--- src/rtl/sys_defs_pkg.sv ---
// Shared fixed-point constants and element type for the normalisation datapath.
package sys_defs;

  localparam int unsigned ARR_WIDTH = 4;
  localparam int unsigned FXP_N     = 16;
  // Fractional bits: only changes how raw values are read, never the arithmetic.
  localparam int unsigned FXP_R     = 8;

  typedef logic signed [FXP_N-1:0] fxp_t;

endpackage

--- src/rtl/vec_sum.sv ---
// Combinational sign-extending sum of ARR_WIDTH signed elements, wide enough to never overflow.
module vec_sum
  import sys_defs::*;
#(
  parameter int unsigned ARR_WIDTH = sys_defs::ARR_WIDTH,
  parameter int unsigned FXP_N     = sys_defs::FXP_N,
  localparam int unsigned LOG_W    = $clog2(ARR_WIDTH),
  localparam int unsigned SUM_W    = FXP_N + LOG_W
) (
  input  logic signed [ARR_WIDTH-1:0][FXP_N-1:0] input_arr,
  output logic signed [SUM_W-1:0]                sum_c
);

  always_comb begin
    sum_c = '0;
    for (int i = 0; i < int'(ARR_WIDTH); i++) begin
      sum_c = sum_c + SUM_W'($signed({{LOG_W{input_arr[i][FXP_N-1]}}, input_arr[i]}));
    end
  end

endmodule

--- src/rtl/vec_mean.sv ---
// Registered arithmetic mean of a signed fixed-point vector; one-cycle latency, full throughput.
module vec_mean
  import sys_defs::*;
#(
  parameter int unsigned ARR_WIDTH = sys_defs::ARR_WIDTH,
  parameter int unsigned FXP_N     = sys_defs::FXP_N,
  localparam int unsigned LOG_W    = $clog2(ARR_WIDTH),
  localparam int unsigned SUM_W    = FXP_N + LOG_W
) (
  input  logic                                   clock,
  input  logic                                   reset,
  input  logic                                   in_valid,
  input  logic signed [ARR_WIDTH-1:0][FXP_N-1:0] input_arr,
  output logic                                   out_valid,
  output logic signed [FXP_N-1:0]                mean_out
);

  if ((ARR_WIDTH < 2) || ((ARR_WIDTH & (ARR_WIDTH - 1)) != 0)) begin : g_bad_width
    $error("vec_mean: ARR_WIDTH must be a power of two and at least 2");
  end

  logic signed [SUM_W-1:0] sum_c;
  logic signed [FXP_N-1:0] mean_d, mean_q;
  logic                    valid_d, valid_q;

  vec_sum #(
    .ARR_WIDTH (ARR_WIDTH),
    .FXP_N     (FXP_N)
  ) u_vec_sum (
    .input_arr (input_arr),
    .sum_c     (sum_c)
  );

  // Arithmetic shift floors toward -inf; the mean always fits back into FXP_N bits.
  always_comb begin
    valid_d = in_valid;
    mean_d  = mean_q;
    if (in_valid) begin
      mean_d = FXP_N'(sum_c >>> LOG_W);
    end
  end

  always_ff @(posedge clock) begin
    if (reset) begin
      mean_q  <= '0;
      valid_q <= 1'b0;
    end else begin
      mean_q  <= mean_d;
      valid_q <= valid_d;
    end
  end

  assign mean_out  = mean_q;
  assign out_valid = valid_q;

endmodule

--- config.mk ---
export PLATFORM = sky130hd
export DESIGN_NAME = vec_mean
export DESIGN_NICKNAME = d
export VERILOG_FILES = /design/src/rtl/sys_defs_pkg.sv /design/src/rtl/vec_sum.sv /design/src/rtl/vec_mean.sv
export SDC_FILE = /design/constraint.sdc
export NUM_CORES = 1
export LEC_CHECK = 0
export CAP_MARGIN = 20
export CORE_MARGIN = 3
export CORE_UTILIZATION = 46
export DETAILED_ROUTE_END_ITERATION = 12
export PLACE_DENSITY = 0.87
export SYNTH_ARGS = -nofsm -noshare
export SYNTH_HDL_FRONTEND = slang
export SYNTH_SLANG_ARGS = --single-unit
--- constraint.sdc ---
create_clock -name clock -period 3.99 [get_ports clock]
set_input_delay 0.798 -clock clock [delete_from_list [all_inputs] [get_ports clock]]
set_output_delay 0.798 -clock clock [all_outputs]
set_load 0.01 [all_outputs]
==> impl_metrics.xml <==
<?xml version="1.0" encoding="UTF-8"?>
<metrics>
  <group name="critical_path">
    <metric name="crit_path_start_kind" unit="">input pin</metric>
    <metric name="timing.reg2reg.worst_path_depth" unit="">3</metric>
    <metric name="setup.worst_path.end_class" unit="">flip-flop</metric>
    <metric name="crit-reg2reg-capture" unit="">mean_out[13]</metric>
    <metric name="crit_fanout" unit="">3</metric>
    <metric name="cp.required" unit="ns">4.11</metric>
    <metric name="critPathArrivalTime" unit="ns">3.93</metric>
    <metric name="setup.worst_path.class" unit="">input pin to flip-flop</metric>
    <metric name="r2r_setup_slack" unit="ns">3.15</metric>
    <metric name="worst_reg2reg_startpoint" unit="">mean_out[13]</metric>
  </group>
  <group name="job">
    <metric name="maxCapViolCount" unit="">0</metric>
  </group>
  <group name="worst_hold_path">
    <metric name="worst_hold_path.num_cells" unit="">2</metric>
    <metric name="hold_path_end" unit="">mean_out[11]</metric>
    <metric name="min_path_type" unit="">flip-flop to flip-flop</metric>
    <metric name="timing.hold.worst.start" unit="">mean_out[11]</metric>
  </group>
  <group name="drt">
    <metric name="firstDrtPassIters" unit="">4</metric>
    <metric name="ant_nets" unit="">0</metric>
    <metric name="dr_total_vias" unit="">2210</metric>
    <metric name="drt_via_density" unit="">4.879</metric>
    <metric name="wl" unit="mm">5.141</metric>
    <metric name="drt-wirelength-per-cell" unit="µm">11.35</metric>
    <metric name="drt_iter0_markers" unit="">82</metric>
    <metric name="drc_errors" unit="">0</metric>
  </group>
  <group name="finish">
    <metric name="fin_area" unit="µm²">3416</metric>
    <metric name="diodes" unit="">0</metric>
    <metric name="post_route_cells_drive_above_1_share" unit="%">7.254</metric>
    <metric name="final_util" unit="%">70.45</metric>
    <metric name="filler_cell_count" unit="">380</metric>
    <metric name="area_growth_syn_to_layout" unit="%">43.38</metric>
    <metric name="layout.nets" unit="">502</metric>
  </group>
  <group name="timing">
    <metric name="relSlewSlack" unit="%">63.29</metric>
    <metric name="finalMaxSlewViolations" unit="">0</metric>
    <metric name="finalCritPeriodShare" unit="%">95.38</metric>
    <metric name="worst-slew-pin-transition" unit="ns">0.5490</metric>
    <metric name="setup_violations" unit="">0</metric>
    <metric name="rsz_0062_raised_after_global_routing" unit="">no</metric>
    <metric name="hold_ws" unit="ns">0.4651</metric>
    <metric name="skew" unit="ns">0</metric>
    <metric name="fmax" unit="GHz">0.2628</metric>
    <metric name="final_report_hold_violation_count" unit="">0</metric>
    <metric name="timing.final.crit_period" unit="ns">3.806</metric>
  </group>
  <group name="clock_network">
    <metric name="clkSinkCount" unit="">17</metric>
    <metric name="clock_insertion_delay_at_the_later_pin_of_the_skew_report" unit="ns">0.25</metric>
    <metric name="cts_buffer_depth" unit="">2</metric>
    <metric name="cts-buffers-inserted" unit="">3</metric>
    <metric name="cts.htree.levels" unit="">1</metric>
    <metric name="cts_hold_buffers" unit="">0</metric>
    <metric name="clkSlewWorstSetupHoldPaths" unit="ns">0.07</metric>
    <metric name="cts_tree" unit="">built</metric>
    <metric name="cts_root_buf" unit="">sky130_fd_sc_hd__clkbuf_8</metric>
  </group>
  <group name="floorplan">
    <metric name="die_h" unit="µm">77.97</metric>
    <metric name="horizontal_extent_of_the_die" unit="µm">77.97</metric>
    <metric name="boundaryPins" unit="">84</metric>
    <metric name="starting_density" unit="%">49.14</metric>
    <metric name="placeableCoreArea" unit="µm²">4848</metric>
    <metric name="rows" unit="">25</metric>
    <metric name="die_outline_area" unit="µm²">6079</metric>
  </group>
  <group name="power">
    <metric name="power-per-cell-area" unit="nW/µm²">399.8</metric>
    <metric name="leakagePower" unit="µW">0.001698</metric>
    <metric name="max-vdd-ir-drop" unit="µV">200.9</metric>
  </group>
  <group name="yosys">
    <metric name="syn_area" unit="µm²">2382</metric>
    <metric name="synth.distinct_cells" unit="">42</metric>
    <metric name="synthesis.instances" unit="">291</metric>
    <metric name="ys_seq_elements" unit="">17</metric>
    <metric name="syn-mean-instance-area" unit="µm²">8.187</metric>
    <metric name="yosys_warnings" unit="">0</metric>
    <metric name="synth_seq_area_share" unit="%">14.29</metric>
    <metric name="mappedNetlistNets" unit="">406</metric>
  </group>
  <group name="grt">
    <metric name="grt_max_degree" unit="">17</metric>
    <metric name="antenna_found_initial" unit="">0</metric>
    <metric name="gr-total-overflow" unit="">0</metric>
    <metric name="grt_first_pass_wirelength" unit="mm">9.370</metric>
    <metric name="groute.usage.overall" unit="%">18.29</metric>
    <metric name="grt_pass1_vias" unit="">2293</metric>
  </group>
  <group name="placed_design">
    <metric name="place.gp.congestion" unit="">0.8072</metric>
    <metric name="post_dp_cell_area" unit="µm²">3346</metric>
    <metric name="dp.final_hpwl" unit="mm">4.628</metric>
    <metric name="port-buffer-count" unit="">83</metric>
  </group>
  <group name="run_status">
    <metric name="run_status" unit="">finished clean</metric>
  </group>
</metrics>
==> registers in the layout (all words and copies together), names as in the netlist <==
| name | count |
|---|---|
| mean_out | 16 |
| out_valid | 1 |
==> timing repair <==
item	4_1_cts	5_1_grt
pin swaps	0	7
setup buffers	0	0
setup endpoints to repair	3	6
resized for setup	1	4
cloned	0	0
==> cells by family after synthesis <==
group | share of synthesized area (%)
compound gates | 15.34
xor+xnor | 4.044
fa+ha+maj | 35.61
buf+inv | 17.33
flops | 14.29
mux | 2.101
simple gates | 11.29
==> critical path, cell delays in order <==
cell and delay [ns]:
sky130_fd_sc_hd__clkdlybuf4s50_1 0.46, sky130_fd_sc_hd__inv_1 0.05, sky130_fd_sc_hd__fa_1 0.53, sky130_fd_sc_hd__inv_1 0.05, sky130_fd_sc_hd__fa_1 0.47, sky130_fd_sc_hd__nand2_1 0.10
sky130_fd_sc_hd__nor2_1 0.05, sky130_fd_sc_hd__fa_2 0.37, sky130_fd_sc_hd__a211oi_2 0.23, sky130_fd_sc_hd__o211ai_1 0.13, sky130_fd_sc_hd__a221oi_2 0.29, sky130_fd_sc_hd__buf_4 0.16
sky130_fd_sc_hd__xor2_1 0.14, sky130_fd_sc_hd__o22ai_1 0.09
==> layer usage <==
layer | share of wire [%] | GRT usage, % | vias up
li1 | - | - | 1101
met1 | 39 | 20.13 | 1030
met2 | 54 | 35.70 | 72
met3 | 6.0 | 3.828 | 7
met4 | 0.89 | 3.671 | 0
met5 | 0 | 0 | -
==> where the power goes <==
group / internal (µW) / total [µW] / switching, µW
combinational: 494 / 985 / 491
sequential: 223 / 252 / 29.7
clock: 69.3 / 128 / 58.6
total: 786 / 1370 / 579
==> stage by stage <==
step,instances,setup WS [ns],power [µW],setup TNS (ns)
after global routing,453,0.009828,1504,0
after global placement,449,-0.2289,1194,-0.9580
after CTS,453,0.03047,1359,0
final,453,0.1844,1366,0
after detailed placement,449,-0.2828,1224,-1.444
after floorplan,291,0.3789,880.6,0
==> cells in the mapped netlist, drive strengths merged <==
cell / count / area (µm²)
inv: 99 / 371.6
fa: 33 / 660.6
nand2: 18 / 67.56
dfxtp: 17 / 340.3
ha: 15 / 187.7
nor2: 15 / 56.30
a21oi: 12 / 63.81
o21ai: 10 / 57.55
o211ai: 8 / 65.06
xor2: 8 / 70.07
nand3: 6 / 30.03
nand4: 6 / 37.54
mux2i: 5 / 50.05
a211oi: 4 / 30.03
a21o: 3 / 22.52
a31oi: 3 / 33.78
nor3: 3 / 15.01
or4: 3 / 22.52
xnor2: 3 / 26.28
and2: 2 / 12.51
buf: 2 / 12.51
clkbuf: 2 / 28.77
o21a: 2 / 16.27
o22ai: 2 / 12.51
a211o: 1 / 8.760
a21boi: 1 / 7.510
a221oi: 1 / 15.01
a22oi: 1 / 7.510
a41oi: 1 / 8.760
and2b: 1 / 8.760
and4b: 1 / 10.01
nand4b: 1 / 8.760
o2111ai: 1 / 8.760
o21bai: 1 / 7.510
==> area by class of cell <==
class	count	area (µm²)	share of cell area, %
well taps	67	83.83	2.454
repair buffers	95	920.9	26.96
flip-flops and latches	17	340.3	9.963
clock inverters	1	5.005	0.1465
multi-input cells	171	1653	48.39
clock buffers	3	41.29	1.209
inverters	99	371.6	10.88
==> cells in the final DEF, fill, tap and decap left out, drive strengths merged, types with 2 or more instances in the layout <==
| master | synthesis | layout |
|---|---|---|
| mux2i | 5 | 5 |
| nand3 | 6 | 6 |
| o21ai | 10 | 10 |
| ha | 15 | 15 |
| xor2 | 8 | 8 |
| a21o | 3 | 3 |
| o21a | 2 | 2 |
| dfxtp | 17 | 17 |
| a211oi | 4 | 4 |
| inv | 99 | 99 |
| fa | 33 | 33 |
| nand2 | 18 | 18 |
| xnor2 | 3 | 3 |
| a31oi | 3 | 3 |
| or4 | 3 | 3 |
| nor2 | 15 | 15 |
| clkdlybuf4s50 | 0 | 83 |
| buf | 2 | 12 |
| o22ai | 2 | 2 |
| nor3 | 3 | 3 |
| clkbuf | 2 | 3 |
| o211ai | 8 | 8 |
| a21oi | 12 | 12 |
| nand4 | 6 | 6 |
| and2 | 2 | 2 |
==> how the worst max path moves through the flow <==
stage / startpoint / end / slack, ns
6_report: input_arr[1] / mean_out[9] / 0.18
2_1_floorplan: input_arr[1] / mean_out[13] / 0.38
3_3_place_gp: input_arr[1] / mean_out[13] / -0.23
4_1_cts: input_arr[1] / mean_out[9] / 0.03
5_1_grt: input_arr[2] / mean_out[14] / 0.01
3_5_place_dp: input_arr[1] / mean_out[9] / -0.28
No activity file was read; power rests on OpenSTA's default activity.
